<file path="src/rtl/div_unit_pkg.sv">
// Shared CPU divider definitions: FSM state encoding, step-count limit and
// the HI/LO placement of the remainder and quotient inside the result word.
package div_unit_pkg;

  localparam int DIV_WIDTH = 32;

  typedef enum logic [1:0] {
    DIV_IDLE   = 2'd0,
    DIV_BYZERO = 2'd1,
    DIV_ON     = 2'd2,
    DIV_END    = 2'd3
  } div_state_e;

  // One restoring step per operand bit.
  function automatic int divStepLimit(input int width);
    return width;
  endfunction

  // Remainder occupies the HI (upper) half of the result.
  function automatic int divHiLsb(input int width);
    return width;
  endfunction

  // Quotient occupies the LO (lower) half of the result.
  function automatic int divLoLsb(input int width);
    return width - width;
  endfunction

endpackage

</file>
<file path="src/rtl/div_unit_step.sv">
// One restoring shift-subtract step: shifts the next dividend bit into the
// partial remainder, trial-subtracts the divisor and keeps the difference
// only when it is non-negative.
module div_step #(
  parameter int WIDTH = 32
) (
  input  logic [WIDTH-1:0] i_rem,
  input  logic             i_nextBit,
  input  logic [WIDTH-1:0] i_divisor,
  output logic             o_qBit,
  output logic [WIDTH-1:0] o_rem
);

  logic [WIDTH:0] w_partial;
  logic [WIDTH:0] w_trial;

  // The partial remainder is always below twice the divisor, so a
  // WIDTH+1-bit difference has its top bit set exactly when it is negative.
  assign w_partial = {i_rem, i_nextBit};
  assign w_trial   = w_partial - {1'b0, i_divisor};
  assign o_qBit    = ~w_trial[WIDTH];
  assign o_rem     = o_qBit ? w_trial[WIDTH-1:0] : w_partial[WIDTH-1:0];

endmodule

</file>
<file path="src/rtl/div_unit.sv">
// Iterative signed/unsigned divider for the EXE stage. Produces
// {remainder, quotient} one bit per cycle; a zero divisor short-cuts to a
// zero result. The requester holds start_i until ready_o, then drops it.
module div_unit
  import div_unit_pkg::*;
#(
  parameter int WIDTH = DIV_WIDTH
) (
  input  logic                 clk,
  input  logic                 resetn,
  input  logic                 start_i,
  input  logic                 annul_i,
  input  logic                 signed_div_i,
  input  logic [WIDTH-1:0]     opdata1_i,
  input  logic [WIDTH-1:0]     opdata2_i,
  output logic [2*WIDTH-1:0]   result_o,
  output logic                 ready_o
);

  localparam int CW         = $clog2(WIDTH);
  localparam int STEP_LIMIT = divStepLimit(WIDTH);
  localparam int HI_LSB     = divHiLsb(WIDTH);
  localparam int LO_LSB     = divLoLsb(WIDTH);
  localparam logic [CW-1:0] LAST_STEP = CW'(STEP_LIMIT - 1);

  div_state_e         r_state;
  div_state_e         w_nextState;
  logic [CW-1:0]      r_count;
  logic [WIDTH-1:0]   r_rem;
  logic [WIDTH-1:0]   r_quo;
  logic [WIDTH-1:0]   r_divisor;
  logic               r_quoNeg;
  logic               r_remNeg;
  logic [2*WIDTH-1:0] r_result;

  logic               w_accept;
  logic               w_abort;
  logic               w_op1Neg;
  logic               w_op2Neg;
  logic [WIDTH-1:0]   w_op1Abs;
  logic [WIDTH-1:0]   w_op2Abs;
  logic               w_qBit;
  logic [WIDTH-1:0]   w_stepRem;
  logic [WIDTH-1:0]   w_stepQuo;
  logic [WIDTH-1:0]   w_finalRem;
  logic [WIDTH-1:0]   w_finalQuo;
  logic [2*WIDTH-1:0] w_finalResult;

  assign w_accept = start_i && !annul_i;
  assign w_abort  = annul_i || !start_i;

  // Signed mode divides magnitudes; the signs are re-applied at the end.
  assign w_op1Neg = signed_div_i && opdata1_i[WIDTH-1];
  assign w_op2Neg = signed_div_i && opdata2_i[WIDTH-1];
  assign w_op1Abs = w_op1Neg ? -opdata1_i : opdata1_i;
  assign w_op2Abs = w_op2Neg ? -opdata2_i : opdata2_i;

  div_step #(.WIDTH(WIDTH)) u_step (
    .i_rem     (r_rem),
    .i_nextBit (r_quo[WIDTH-1]),
    .i_divisor (r_divisor),
    .o_qBit    (w_qBit),
    .o_rem     (w_stepRem)
  );

  assign w_stepQuo  = {r_quo[WIDTH-2:0], w_qBit};
  assign w_finalQuo = r_quoNeg ? -w_stepQuo : w_stepQuo;
  assign w_finalRem = r_remNeg ? -w_stepRem : w_stepRem;

  // Pack the sign-corrected remainder and quotient into their HI/LO halves.
  always_comb begin
    w_finalResult = '0;
    w_finalResult[HI_LSB +: WIDTH] = w_finalRem;
    w_finalResult[LO_LSB +: WIDTH] = w_finalQuo;
  end

  // State register.
  always_ff @(posedge clk or negedge resetn) begin
    if (!resetn) r_state <= DIV_IDLE;
    else         r_state <= w_nextState;
  end

  // Next-state logic: accept in IDLE, iterate in ON, hold in END until released.
  always_comb begin
    w_nextState = r_state;
    case (r_state)
      DIV_IDLE:   if (w_accept) w_nextState = (opdata2_i == '0) ? DIV_BYZERO : DIV_ON;
      DIV_BYZERO: w_nextState = w_abort ? DIV_IDLE : DIV_END;
      DIV_ON: begin
        if (w_abort)                   w_nextState = DIV_IDLE;
        else if (r_count == LAST_STEP) w_nextState = DIV_END;
      end
      DIV_END:    if (!start_i) w_nextState = DIV_IDLE;
      default:    w_nextState = DIV_IDLE;
    endcase
  end

  // Datapath: operand capture, one shift-subtract step per cycle, result register.
  always_ff @(posedge clk or negedge resetn) begin
    if (!resetn) begin
      r_count   <= '0;
      r_rem     <= '0;
      r_quo     <= '0;
      r_divisor <= '0;
      r_quoNeg  <= 1'b0;
      r_remNeg  <= 1'b0;
      r_result  <= '0;
    end else begin
      case (r_state)
        DIV_IDLE: begin
          r_result <= '0;
          if (w_accept) begin
            r_count   <= '0;
            r_rem     <= '0;
            r_quo     <= w_op1Abs;
            r_divisor <= w_op2Abs;
            r_quoNeg  <= w_op1Neg ^ w_op2Neg;
            r_remNeg  <= w_op1Neg;
          end
        end
        DIV_ON: begin
          if (w_abort) begin
            r_count  <= '0;
            r_result <= '0;
          end else begin
            r_rem   <= w_stepRem;
            r_quo   <= w_stepQuo;
            r_count <= r_count + 1'b1;
            if (r_count == LAST_STEP) r_result <= w_finalResult;
          end
        end
        DIV_BYZERO: r_result <= '0;
        DIV_END:    if (!start_i) r_result <= '0;
        default:    r_result <= '0;
      endcase
    end
  end

  assign ready_o  = (r_state == DIV_END);
  assign result_o = r_result;

endmodule

</file>
<file path="config.mk">
export PLATFORM = sky130hd
export DESIGN_NAME = div_unit
export DESIGN_NICKNAME = d
export VERILOG_FILES = /design/src/rtl/div_unit_pkg.sv /design/src/rtl/div_unit_step.sv /design/src/rtl/div_unit.sv
export SDC_FILE = /design/constraint.sdc
export NUM_CORES = 1
export LEC_CHECK = 0
export ABC_AREA = 1
export BUFFER_PORTS_ARGS = -buffer_cell sky130_fd_sc_hd__clkbuf_2
export CORE_MARGIN = 2
export CORE_UTILIZATION = 45
export CTS_BUF_LIST = sky130_fd_sc_hd__clkbuf_4
export CTS_CLUSTER_SIZE = 40
export DETAILED_ROUTE_END_ITERATION = 10
export GPL_TIMING_DRIVEN = 0
export PLACE_DENSITY = 0.71
export SLEW_MARGIN = 40
export SYNTH_ARGS = -nofsm -noshare
export SYNTH_HDL_FRONTEND = slang
export SYNTH_HIERARCHICAL = 1
export SYNTH_SLANG_ARGS = --single-unit
export TNS_END_PERCENT = 5
</file>
<file path="constraint.sdc">
create_clock -name clk -period 4.2 [get_ports clk]
set_input_delay 0.21 -clock clk [delete_from_list [all_inputs] [get_ports clk]]
set_output_delay 0.21 -clock clk [all_outputs]
set_load 0.05 [all_outputs]
</file>
==> results of run 1 <==
worst max-delay path: cells and delay by family (launching register included):
family | cells | cell delay (ps)
flip-flops | 1 | 460
AND/OR/NAND/NOR | 18 | 1780
adder cells (fa/ha/maj) | 3 | 830
buffers and inverters | 5 | 680
power groups by stage:
stage / Sequential (W) / Clock [W] / Combinational [W]
6_report: 0.00255 / 0.00115 / 0.00698
5_1_grt: 0.00261 / 0.00124 / 0.00779
3_3_place_gp: 0.00256 / 0 / 0.00671
4_1_cts: 0.00254 / 0.00116 / 0.00684
3_5_place_dp: 0.00257 / 0 / 0.00677
2_1_floorplan: 0.00284 / 0 / 0.00455
sequential cells by signal (all words and copies together), names as in the netlist:
| name | flops |
|---|---|
| r_quo | 32 |
| r_count | 5 |
| r_state | 2 |
| r_divisor | 32 |
| r_quoNeg | 1 |
| result_o | 64 |
| r_rem | 32 |
| r_remNeg | 1 |
cell families (layout without fill, tap and decap cells):
logic type               after synthesis  in the layout
multiplexers                           1              1
AND/OR/NAND/NOR                     1262           1262
AO/OA/AOI/OAI                        282            282
flip-flops                           169            169
adder cells (fa/ha/maj)               43             43
other                                  0              1
XOR/XNOR                              40             40
buffers and inverters                364            583
per-layer routing:
layer / vias up / track usage / wire length, microns / share of wire
li1: 7243 / - / - / -
met1: 6652 / 0.425 / 21700 / 0.48
met2: 524 / 0.442 / 19100 / 0.42
met3: 76 / 0.0406 / 2840 / 0.063
met4: 0 / 0.0985 / 1370 / 0.030
met5: - / 0 / 0 / 0
what timing repair did:
action | 4_1_cts | 5_1_grt
hold buffers | 52 | 0
gates resized for setup | 0 | 4
endpoints found under the hold margin | 149 | 0
endpoints found under the setup margin | 0 | 9
path summary, 6_finish.rpt:
check / slack [ps] / start / cells past startpoint / to
setup / recovery: 310 / r_quo[31] / 26 / result_o[56]
hold / removal: 40 / opdata2_i[2] / 4 / r_divisor[2]
setup reg to reg: 310 / r_quo[31] / 26 / result_o[56]
hold reg to reg: 500 / result_o[58] / 2 / result_o[58]
max in group asynchronous: 3090 / resetn / 4 / r_divisor[10]
min in group asynchronous: 90 / resetn / 2 / r_rem[28]
area by class of cell:
type	instances	share of cell area
antenna	1	0.000161
buffer	61	0.0225
clock buffer	17	0.00822
clock inverter	15	0.0138
inverter	303	0.0732
multi-input combinational	1628	0.498
sequential	169	0.272
tap	390	0.0314
timing repair buffer	187	0.0805
cells in the final DEF (no fill, tap or decap), types with 17 or more instances in the layout:
cell type	instances
sky130_fd_sc_hd__dlygate4sd3_1	52
sky130_fd_sc_hd__buf_2	24
sky130_fd_sc_hd__a21oi_1	89
sky130_fd_sc_hd__inv_1	292
sky130_fd_sc_hd__nand3_1	179
sky130_fd_sc_hd__ha_1	42
sky130_fd_sc_hd__clkbuf_4	17
sky130_fd_sc_hd__xor2_1	34
sky130_fd_sc_hd__nand2_1	812
sky130_fd_sc_hd__nand4_1	38
sky130_fd_sc_hd__dfrtp_1	169
sky130_fd_sc_hd__clkbuf_2	132
sky130_fd_sc_hd__o21ai_1	29
sky130_fd_sc_hd__o21ai_0	130
sky130_fd_sc_hd__nor2_1	165
stage by stage:
stage | std cells | total power [W] | worst slack (ps) | utilization | area (sq um)
finish | 2771 | 0.0107 | 309 | 0.525 | 15500
CTS | 2770 | 0.0105 | 274 | 0.525 | 15500
detailed placement | 2686 | 0.00934 | 316 | 0.496 | 14700
global placement | 2684 | 0.00926 | -222 | 0.494 | 14600
global route | 2771 | 0.0116 | -34.1 | 0.525 | 15500
floorplan | 2161 | 0.00739 | 1040 | - | 13400
==> impl_metrics.prom, run 1 <==
# TYPE chip_impl_metric gauge
chip_impl_metric{name="report.final.setup_viol",unit=""} 0
chip_impl_metric{name="final_wl",unit="microns"} 45000
chip_impl_metric{name="post_synth_instance_area",unit="sq mm"} 0.0134
chip_impl_metric{name="power.share.clock",unit=""} 0.108
chip_impl_metric{name="finalHoldViolations",unit=""} 0
chip_impl_metric{name="finalMaxSlewViolations",unit=""} 0
chip_impl_info{name="critical_path.startpoint_type",value="register"} 1
chip_impl_metric{name="grt_first_pass_wirelength",unit="microns"} 70800
chip_impl_metric{name="grt_start_max_net_pins",unit=""} 72
chip_impl_info{name="cts_tree",value="built"} 1
chip_impl_metric{name="power_per_cell_area",unit="mW/mm^2"} 688
chip_impl_metric{name="final.setup_skew",unit="ps"} 27.1
chip_impl_metric{name="sequential_area_share_after_synthesis",unit=""} 0.315
chip_impl_info{name="setup.worst_path.class",value="reg -> reg"} 1
chip_impl_metric{name="finalWorstPathRequiredPeriod",unit="ps"} 3890
chip_impl_metric{name="syn2layout_area_growth",unit="%"} 15.6
chip_impl_metric{name="first_global_vias",unit=""} 13500
chip_impl_info{name="cts_root_buffer",value="sky130_fd_sc_hd__clkbuf_4"} 1
chip_impl_info{name="synth_top_family_by_area",value="simple AND/OR/NAND/NOR gates"} 1
chip_impl_metric{name="synth.lib_cells_used.distinct",unit=""} 45
chip_impl_metric{name="synth-compound-area-share",unit=""} 0.114
chip_impl_metric{name="drt-pass1-iter-count",unit=""} 5
chip_impl_info{name="holdCritPathClass",value="in -> reg"} 1
chip_impl_info{name="grt_setup_unrepaired",value="true"} 1
chip_impl_metric{name="clkTransAtPathRegs",unit="ps"} 160
chip_impl_info{name="endpoint_kind",value="register"} 1
chip_impl_metric{name="ys_seq_elements",unit=""} 169
chip_impl_metric{name="p_int",unit="W"} 0.00462
chip_impl_metric{name="worst_ep_required_time",unit="ps"} 4690
chip_impl_metric{name="dieArea",unit="sq mm"} 0.0313
chip_impl_info{name="worst_path_max_delay_cell",value="sky130_fd_sc_hd__dfrtp_1"} 1
chip_impl_metric{name="setup_total_negative_slack",unit="ps"} 0
chip_impl_metric{name="final.period_utilization",unit=""} 0.926
chip_impl_info{name="synth.top_cells.by_area",value="sky130_fd_sc_hd__dfrtp_1 31%, sky130_fd_sc_hd__nand2_1 23%, sky130_fd_sc_hd__inv_1 8.2%"} 1
chip_impl_metric{name="post_synth_xor_area_fraction",unit=""} 0.0261
chip_impl_info{name="critical_path.most_common_cell",value="sky130_fd_sc_hd__nand2_1"} 1
chip_impl_metric{name="ios",unit=""} 134
chip_impl_metric{name="grt.total_usage",unit=""} 0.291
chip_impl_metric{name="die_width",unit="microns"} 177
chip_impl_metric{name="globalplace.congestion",unit=""} 0.947
chip_impl_metric{name="initial_core_util",unit=""} 0.455
chip_impl_metric{name="worst_slew_margin_rel",unit=""} 0.637
chip_impl_info{name="synthMostInstantiatedCell",value="sky130_fd_sc_hd__nand2_1"} 1
chip_impl_metric{name="viasPerCell",unit=""} 5.23
chip_impl_metric{name="clock_path_buffers",unit=""} 2
chip_impl_metric{name="globalRouteOverflowTotal",unit=""} 0
chip_impl_metric{name="p_leak",unit="nW"} 8.50
chip_impl_metric{name="floorplan.rows",unit=""} 63
chip_impl_metric{name="achievable_clock_frequency",unit="GHz"} 0.257
chip_impl_metric{name="antenna_found_initial",unit=""} 1
chip_impl_metric{name="timing.max_cap.violations",unit=""} 0
chip_impl_metric{name="cts_buffers",unit=""} 17
chip_impl_metric{name="final_net_count",unit=""} 2479
chip_impl_metric{name="synth-warning-count",unit=""} 6
chip_impl_metric{name="n_fill_cell",unit=""} 3054
chip_impl_metric{name="drt_iter0_markers",unit=""} 1265
chip_impl_metric{name="vdd.ir_drop.worst",unit="mV"} 0.349
chip_impl_info{name="synth_ff_type",value="sky130_fd_sc_hd__dfrtp_1"} 1
chip_impl_metric{name="dpl.hpwl",unit="microns"} 36400
chip_impl_metric{name="adder_cell_area_share_of_the_yosys_netlist",unit=""} 0.0406
chip_impl_metric{name="syn_area_per_cell",unit="sq um"} 6.22
chip_impl_metric{name="mappedNetlistNets",unit=""} 2273
chip_impl_info{name="netlist_top_cells_count",value="813 x sky130_fd_sc_hd__nand2_1, 292 x sky130_fd_sc_hd__inv_1, 179 x sky130_fd_sc_hd__nand3_1"} 1
chip_impl_metric{name="portBuffers",unit=""} 133
chip_impl_metric{name="synth-simple-area-share",unit=""} 0.393
chip_impl_metric{name="synth_mux_area_frac",unit=""} 0.000745
chip_impl_metric{name="insertion_delay",unit="ps"} 600
chip_impl_metric{name="synthesis.instances",unit=""} 2161
chip_impl_metric{name="postSynth.asyncResetShare",unit=""} 1.00
chip_impl_metric{name="die_height",unit="microns"} 177
chip_impl_metric{name="share_comb_of_total_power",unit=""} 0.653
chip_impl_metric{name="htreeDepth",unit=""} 4
chip_impl_metric{name="timing.critical_path.slowest_cell_delay",unit="ps"} 460
chip_impl_metric{name="sequential_share_of_power",unit=""} 0.239
chip_impl_metric{name="synth_enable_flop_cells",unit=""} 0
chip_impl_metric{name="post-route-drc-count",unit=""} 0
chip_impl_metric{name="dr_total_vias",unit=""} 14500
chip_impl_metric{name="post-cts-setup-buffers",unit=""} 0
chip_impl_metric{name="floorplan.core_area",unit="sq mm"} 0.0296
chip_impl_metric{name="final.hold.worst_slack",unit="ps"} 36.5
chip_impl_metric{name="multiInputGateArea",unit="sq mm"} 0.00773
chip_impl_metric{name="synth_top_cell_area_share",unit=""} 0.315
chip_impl_metric{name="cp_data_arrival_time",unit="ps"} 4380
chip_impl_info{name="synth_largest_area_cell",value="sky130_fd_sc_hd__dfrtp_1"} 1
chip_impl_metric{name="switching_power",unit="W"} 0.00606
chip_impl_metric{name="layout-drive-gt1-share",unit=""} 0.114
chip_impl_info{name="status",value="complete, no violations"} 1
chip_impl_metric{name="slew_at_the_pin_with_the_worst_max_slew_slack",unit="ps"} 545
chip_impl_metric{name="swShare",unit=""} 0.567
chip_impl_metric{name="post_drt_wl_per_cell",unit="microns"} 16.2
chip_impl_metric{name="cts.sink_count",unit=""} 169
chip_impl_metric{name="seq_area",unit="sq mm"} 0.00423
chip_impl_metric{name="detail-route-antenna-nets",unit=""} 0
chip_impl_metric{name="crit_fanout",unit=""} 10
(Power assumes the default switching activity.)
==> inputs of run 2 (changes only) <==
Settings changed: PLACE_DENSITY 0.71 to 0.72, SETUP_SLACK_MARGIN from default to 0.15, SYNTH_HIERARCHICAL 1 to default.
==> impl_metrics.prom, run 2 <==
# TYPE chip_impl_metric gauge
chip_impl_metric{name="timing.max_cap.violations",unit=""} 0
chip_impl_metric{name="finalWorstPathRequiredPeriod",unit="ps"} 3860
chip_impl_metric{name="grt_first_pass_wirelength",unit="microns"} 66200
chip_impl_metric{name="grt_start_max_net_pins",unit=""} 63
chip_impl_metric{name="final.setup_skew",unit="ps"} 35.1
chip_impl_metric{name="final.period_utilization",unit=""} 0.920
chip_impl_metric{name="postSynth.asyncResetShare",unit=""} 1.00
chip_impl_info{name="endpoint_kind",value="register"} 1
chip_impl_metric{name="synth.lib_cells_used.distinct",unit=""} 54
chip_impl_metric{name="synth_top_cell_area_share",unit=""} 0.334
chip_impl_metric{name="synth-simple-area-share",unit=""} 0.325
chip_impl_info{name="layout.cells.most_common",value="sky130_fd_sc_hd__nand2_1"} 1
chip_impl_metric{name="die_width",unit="microns"} 172
chip_impl_metric{name="dpl.hpwl",unit="microns"} 33200
chip_impl_metric{name="mappedNetlistNets",unit=""} 2027
chip_impl_metric{name="post_drt_wl_per_cell",unit="microns"} 16.9
chip_impl_info{name="worst_path_max_delay_cell",value="sky130_fd_sc_hd__dfrtp_1"} 1
chip_impl_metric{name="syn_area_per_cell",unit="sq um"} 6.62
chip_impl_metric{name="finalMaxSlewViolations",unit=""} 0
chip_impl_info{name="setup.worst_path.class",value="reg -> reg"} 1
chip_impl_metric{name="cp_data_arrival_time",unit="ps"} 4350
chip_impl_metric{name="sequential_area_share_after_synthesis",unit=""} 0.334
chip_impl_metric{name="synth-warning-count",unit=""} 0
chip_impl_metric{name="first_global_vias",unit=""} 12500
chip_impl_metric{name="synthesis.instances",unit=""} 1915
chip_impl_metric{name="finalHoldViolations",unit=""} 0
chip_impl_info{name="cell_type_group_with_the_largest_total_delay_on_the_critical_path",value="simple AND/OR/NAND/NOR gates"} 1
chip_impl_metric{name="timing.critical_path.slowest_cell_delay",unit="ps"} 480
chip_impl_metric{name="detail-route-antenna-nets",unit=""} 0
chip_impl_metric{name="globalplace.congestion",unit=""} 0.970
chip_impl_metric{name="dieArea",unit="sq mm"} 0.0295
chip_impl_metric{name="cts.sink_count",unit=""} 169
chip_impl_metric{name="flip_flop_count_of_the_largest_register_after_layout",unit=""} 64
chip_impl_info{name="layout.cells.most_common_list",value="574 x sky130_fd_sc_hd__nand2_1, 238 x sky130_fd_sc_hd__inv_1, 174 x sky130_fd_sc_hd__o21ai_0"} 1
chip_impl_metric{name="adder_cell_area_share_of_the_yosys_netlist",unit=""} 0.0430
chip_impl_metric{name="ys_seq_elements",unit=""} 169
chip_impl_metric{name="final_wl",unit="microns"} 42300
chip_impl_info{name="synth_largest_area_cell",value="sky130_fd_sc_hd__dfrtp_1"} 1
chip_impl_info{name="synthMostInstantiatedCell",value="sky130_fd_sc_hd__nand2_1"} 1
chip_impl_metric{name="final.hold.worst_slack",unit="ps"} 39.8
chip_impl_info{name="critical_path.most_common_cell",value="sky130_fd_sc_hd__nand2_1"} 1
chip_impl_info{name="cts_root_buffer",value="sky130_fd_sc_hd__clkbuf_4"} 1
chip_impl_metric{name="post_synth_xor_area_fraction",unit=""} 0.0442
chip_impl_metric{name="worst_slew_margin_rel",unit=""} 0.459
chip_impl_metric{name="dr_total_vias",unit=""} 13500
chip_impl_metric{name="drt_iter0_markers",unit=""} 1391
chip_impl_metric{name="buffers_plus_inverters_on_the_worst_setup_path",unit=""} 3
chip_impl_metric{name="syn2layout_area_growth",unit="%"} 17.0
chip_impl_metric{name="report.final.setup_viol",unit=""} 0
chip_impl_metric{name="post-route-drc-count",unit=""} 0
chip_impl_info{name="status",value="complete, no violations"} 1
chip_impl_metric{name="worst_ep_required_time",unit="ps"} 4680
chip_impl_info{name="synth.top_cells.by_area",value="sky130_fd_sc_hd__dfrtp_1 33%, sky130_fd_sc_hd__nand2_1 17%, sky130_fd_sc_hd__inv_1 7.1%"} 1
chip_impl_metric{name="layout-drive-gt1-share",unit=""} 0.140
chip_impl_metric{name="insertion_delay",unit="ps"} 590
chip_impl_metric{name="clkTransAtPathRegs",unit="ps"} 150
chip_impl_metric{name="floorplan.core_area",unit="sq mm"} 0.0278
chip_impl_info{name="synth_ff_type",value="sky130_fd_sc_hd__dfrtp_1"} 1
chip_impl_metric{name="synth-compound-area-share",unit=""} 0.156
chip_impl_metric{name="final_net_count",unit=""} 2232
chip_impl_info{name="synth_top_family_by_area",value="simple AND/OR/NAND/NOR gates"} 1
chip_impl_metric{name="synth_mux_area_frac",unit=""} 0.000790
chip_impl_info{name="holdCritPathClass",value="in -> reg"} 1
chip_impl_info{name="grt_setup_unrepaired",value="false"} 1
chip_impl_metric{name="initial_core_util",unit=""} 0.456
chip_impl_metric{name="cts_buffers",unit=""} 17
chip_impl_metric{name="synth_enable_flop_cells",unit=""} 0
chip_impl_metric{name="htreeDepth",unit=""} 4
chip_impl_metric{name="portBuffers",unit=""} 133
chip_impl_metric{name="floorplan.rows",unit=""} 61
chip_impl_metric{name="die_height",unit="microns"} 172
chip_impl_info{name="cts_tree",value="built"} 1
chip_impl_metric{name="globalRouteOverflowTotal",unit=""} 0
chip_impl_metric{name="slew_at_the_pin_with_the_worst_max_slew_slack",unit="ps"} 812
chip_impl_metric{name="drt-pass1-iter-count",unit=""} 8
chip_impl_info{name="netlist_top_cells_count",value="583 x sky130_fd_sc_hd__nand2_1, 240 x sky130_fd_sc_hd__inv_1, 176 x sky130_fd_sc_hd__o21ai_0"} 1
chip_impl_metric{name="crit_fanout",unit=""} 5
chip_impl_metric{name="antenna_found_initial",unit=""} 1
chip_impl_metric{name="achievable_clock_frequency",unit="GHz"} 0.259
chip_impl_metric{name="grt.total_usage",unit=""} 0.288
chip_impl_metric{name="clock_path_buffers",unit=""} 2
chip_impl_metric{name="post_synth_instance_area",unit="sq mm"} 0.0127
chip_impl_metric{name="viasPerCell",unit=""} 5.39
chip_impl_info{name="critical_path.startpoint_type",value="register"} 1
chip_impl_metric{name="ios",unit=""} 134
## run 2: worst paths after layout
| path | from | cells past startpoint | end | slack, ps |
|---|---|---|---|---|
| setup / recovery | r_rem[20] | 25 | result_o[24] | 340 |
| hold / removal | annul_i | 6 | r_state[0] | 40 |
| setup reg to reg | r_rem[20] | 25 | result_o[24] | 340 |
| hold reg to reg | r_divisor[28] | 2 | r_divisor[28] | 500 |
| max in group asynchronous | resetn | 4 | result_o[34] | 3040 |
| min in group asynchronous | resetn | 2 | r_divisor[11] | 130 |
## run 2: final cells by class
cell class              instances  area (sq um)
diodes                          1          2.50
plain buffers                  60           295
clock buffers                  18           135
clock inverters                14           136
fillers                      2912         12900
inverters                     253           952
multi-input cells            1433          7420
flip-flops and latches        169          4230
well taps                     378           473
repair buffers                186          1190
## run 2: layer usage
metal,global-route usage,share of wire
met5,0,0
met4,0.0815,0.022
met3,0.0405,0.079
met2,0.450,0.44
met1,0.415,0.46
## run 2: tightest hold or removal path, stage by stage
cell	delay, ps
sky130_fd_sc_hd__clkbuf_2	80
sky130_fd_sc_hd__nor2_1	50
sky130_fd_sc_hd__nand2_1	50
sky130_fd_sc_hd__nand2_1	40
sky130_fd_sc_hd__nand2_1	80
sky130_fd_sc_hd__o22ai_1	80
## run 2: logic make-up after synthesis
family,after synthesis
xor+xnor,64
compound gates,351
simple gates,974
flops,169
buf+inv,313
fa+ha+maj,43
mux,1
## run 2: what timing repair did
item                       in CTS  in global routing
hold buffers                   33                  0
pin swaps                      17                 11
hold endpoints to repair       94                  0
gates resized for setup        25                 22
setup endpoints to repair       9                  7
buffers inserted               13                  5
## run 2: metrics by stage
stage / instance area (sq um) / setup slack [ps] / utilization / cells / setup TNS, ps
floorplan: 12700 / 337 / - / 1915 / 0
CTS: 14700 / 159 / 0.528 / 2506 / 0
detailed placement: 13900 / -741 / 0.500 / 2428 / -3560
global placement: 13800 / -593 / 0.497 / 2426 / -36990
global route: 14800 / 171 / 0.534 / 2512 / 0
finish: 14800 / 338 / 0.534 / 2512 / 0
Power of run 2 is left out: the tool's default activity adds up to more than one toggle a clock period on the data nets, which glitch-free logic cannot reach.
==> inputs of run 3 (changes only) <==
--- a/config.mk
+++ b/config.mk
@@ -9,3 +9,3 @@
 export BUFFER_PORTS_ARGS = -buffer_cell sky130_fd_sc_hd__clkbuf_2
-export CORE_MARGIN = 2
+export CORE_MARGIN = 8
 export CORE_UTILIZATION = 45
--- a/constraint.sdc
+++ b/constraint.sdc
@@ -3,2 +3,2 @@
 set_output_delay 0.21 -clock clk [all_outputs]
-set_load 0.05 [all_outputs]
+set_load 0.1 [all_outputs]
==> impl_metrics.prom, run 3 (same netlist as run 2, synthesis figures left out) <==
# TYPE chip_impl_metric gauge
chip_impl_info{name="status",value="complete, no violations"} 1
chip_impl_metric{name="cp_data_arrival_time",unit="ps"} 4440
chip_impl_metric{name="timing.max_cap.violations",unit=""} 0
chip_impl_metric{name="crit_fanout",unit=""} 7
chip_impl_metric{name="htreeDepth",unit=""} 4
chip_impl_info{name="grt_setup_unrepaired",value="true"} 1
chip_impl_metric{name="dpl.hpwl",unit="microns"} 34000
chip_impl_metric{name="initial_core_util",unit=""} 0.456
chip_impl_metric{name="grt_first_pass_wirelength",unit="microns"} 68400
chip_impl_metric{name="clock_path_buffers",unit=""} 2
chip_impl_metric{name="layout-drive-gt1-share",unit=""} 0.137
chip_impl_metric{name="worst_slew_margin_rel",unit=""} 0.504
chip_impl_metric{name="report.final.setup_viol",unit=""} 0
chip_impl_metric{name="seq_area",unit="sq mm"} 0.00423
chip_impl_info{name="layout.cells.most_common_list",value="577 x sky130_fd_sc_hd__nand2_1, 238 x sky130_fd_sc_hd__inv_1, 174 x sky130_fd_sc_hd__o21ai_0"} 1
chip_impl_metric{name="globalRouteOverflowTotal",unit=""} 0
chip_impl_metric{name="slew_at_the_pin_with_the_worst_max_slew_slack",unit="ps"} 736
chip_impl_metric{name="die_height",unit="microns"} 184
chip_impl_metric{name="dr_total_vias",unit=""} 13500
chip_impl_metric{name="final.period_utilization",unit=""} 0.932
chip_impl_metric{name="drt-pass1-iter-count",unit=""} 5
chip_impl_metric{name="final_wl",unit="microns"} 42900
chip_impl_metric{name="floorplan.rows",unit=""} 61
chip_impl_metric{name="multiInputGateArea",unit="sq mm"} 0.00733
chip_impl_metric{name="finalHoldViolations",unit=""} 0
chip_impl_metric{name="die_width",unit="microns"} 184
chip_impl_metric{name="antenna_found_initial",unit=""} 1
chip_impl_metric{name="drt_iter0_markers",unit=""} 1240
chip_impl_metric{name="dieArea",unit="sq mm"} 0.0338
chip_impl_metric{name="place_area",unit="sq mm"} 0.0139
chip_impl_metric{name="finalWorstPathRequiredPeriod",unit="ps"} 3920
chip_impl_info{name="critical_path.startpoint_type",value="register"} 1
chip_impl_metric{name="setup_total_negative_slack",unit="ps"} 0
chip_impl_metric{name="syn2layout_area_growth",unit="%"} 17.1
chip_impl_metric{name="post-route-drc-count",unit=""} 0
chip_impl_metric{name="finalMaxSlewViolations",unit=""} 0
chip_impl_metric{name="worst_ep_required_time",unit="ps"} 4730
chip_impl_metric{name="timing.critical_path.slowest_cell_delay",unit="ps"} 470
chip_impl_metric{name="first_global_vias",unit=""} 12800
chip_impl_info{name="worst_path_max_delay_cell",value="sky130_fd_sc_hd__dfrtp_1"} 1
chip_impl_metric{name="ios",unit=""} 134
chip_impl_metric{name="portBuffers",unit=""} 133
chip_impl_info{name="holdCritPathClass",value="in -> reg"} 1
chip_impl_metric{name="final_net_count",unit=""} 2243
chip_impl_metric{name="insertion_delay",unit="ps"} 600
chip_impl_metric{name="finish.instance_area",unit="sq mm"} 0.0148
chip_impl_info{name="setup.worst_path.class",value="reg -> reg"} 1
chip_impl_metric{name="post_drt_wl_per_cell",unit="microns"} 17.0
chip_impl_metric{name="layout.core_utilization",unit=""} 0.534
chip_impl_info{name="critical_path.most_common_cell",value="sky130_fd_sc_hd__nand2_4"} 1
chip_impl_metric{name="grt.total_usage",unit=""} 0.254
chip_impl_metric{name="viasPerCell",unit=""} 5.35
chip_impl_metric{name="n_fill_cell",unit=""} 2827
chip_impl_metric{name="floorplan.core_area",unit="sq mm"} 0.0278
chip_impl_metric{name="clkTransAtPathRegs",unit="ps"} 180
chip_impl_metric{name="cts.sink_count",unit=""} 169
chip_impl_info{name="layout.cells.most_common",value="sky130_fd_sc_hd__nand2_1"} 1
chip_impl_metric{name="final.setup_skew",unit="ps"} 45.2
chip_impl_metric{name="detail-route-antenna-nets",unit=""} 0
chip_impl_metric{name="cts_buffers",unit=""} 17
chip_impl_info{name="endpoint_kind",value="register"} 1
chip_impl_metric{name="flip_flop_count_of_the_largest_register_after_layout",unit=""} 64
chip_impl_metric{name="globalplace.congestion",unit=""} 0.948
chip_impl_metric{name="grt_start_max_net_pins",unit=""} 61
chip_impl_info{name="cts_tree",value="built"} 1
chip_impl_info{name="cts_root_buffer",value="sky130_fd_sc_hd__clkbuf_4"} 1
chip_impl_metric{name="achievable_clock_frequency",unit="GHz"} 0.255
## run 3: cell count changes in the layout (fill, tap and decap cells not counted), sizes merged
cell	previous run	this run
dlygate4sd3	33	39
buf	38	43
clkinvlp	5	3
inv	256	258
bufinv	1	0
clkinv	5	6
## run 3: layout make-up
| cell class | instances | area share |
|---|---|---|
| clock buffer | 18 | 0.00910 |
| timing repair buffer | 197 | 0.0871 |
| inverter | 253 | 0.0640 |
| multi-input combinational | 1433 | 0.494 |
| clock inverter | 14 | 0.00877 |
| tap | 378 | 0.0319 |
| antenna | 1 | 0.000169 |
| buffer | 60 | 0.0199 |
| sequential | 169 | 0.285 |
## run 3: critical path: cells and delay by family, from the launching register on
kind            cells  cell delay (ps)
compound gates      3              470
fa+ha+maj           2              530
buf+inv             3              300
flops               1              470
simple gates       20             2060
## run 3: repair_timing
item / CTS / global route
hold endpoints to repair: 134 / 0
hold buffers: 39 / 0
gates resized for setup: 21 / 11
buffers inserted: 21 / 2
pin swaps: 17 / 8
endpoints found under the setup margin: 10 / 8
## run 3: through the flow
| step | hold slack, ps | instances | setup WS [ps] |
|---|---|---|---|
| finish | 32.0 | 2523 | 284 |
| global route | 28.1 | 2523 | 57.1 |
| CTS | 1.96 | 2520 | 150 |
| detailed placement | 215 | 2428 | -682 |
| global placement | 465 | 2426 | -597 |
| floorplan | -85.6 | 1915 | 337 |
## run 3: metal layers
layer	GRT usage	up-vias	routed length, microns
li1	-	6609	-
met1	0.359	6299	20100
met2	0.390	514	18800
met3	0.0391	77	2880
met4	0.0845	0	1120
met5	0	-	0
## run 3: final timing paths
path / start / to / slack, ps / cells after the start
worst max-delay path: r_rem[13] / result_o[28] / 280 / 28
worst min-delay path: opdata2_i[28] / r_divisor[28] / 30 / 4
worst max register to register: r_rem[13] / result_o[28] / 280 / 28
worst min register to register: result_o[21] / result_o[21] / 500 / 2
max in group asynchronous: resetn / result_o[24] / 3070 / 4
min in group asynchronous: resetn / r_divisor[5] / 120 / 2
Power of run 3 is left out for the same reason.
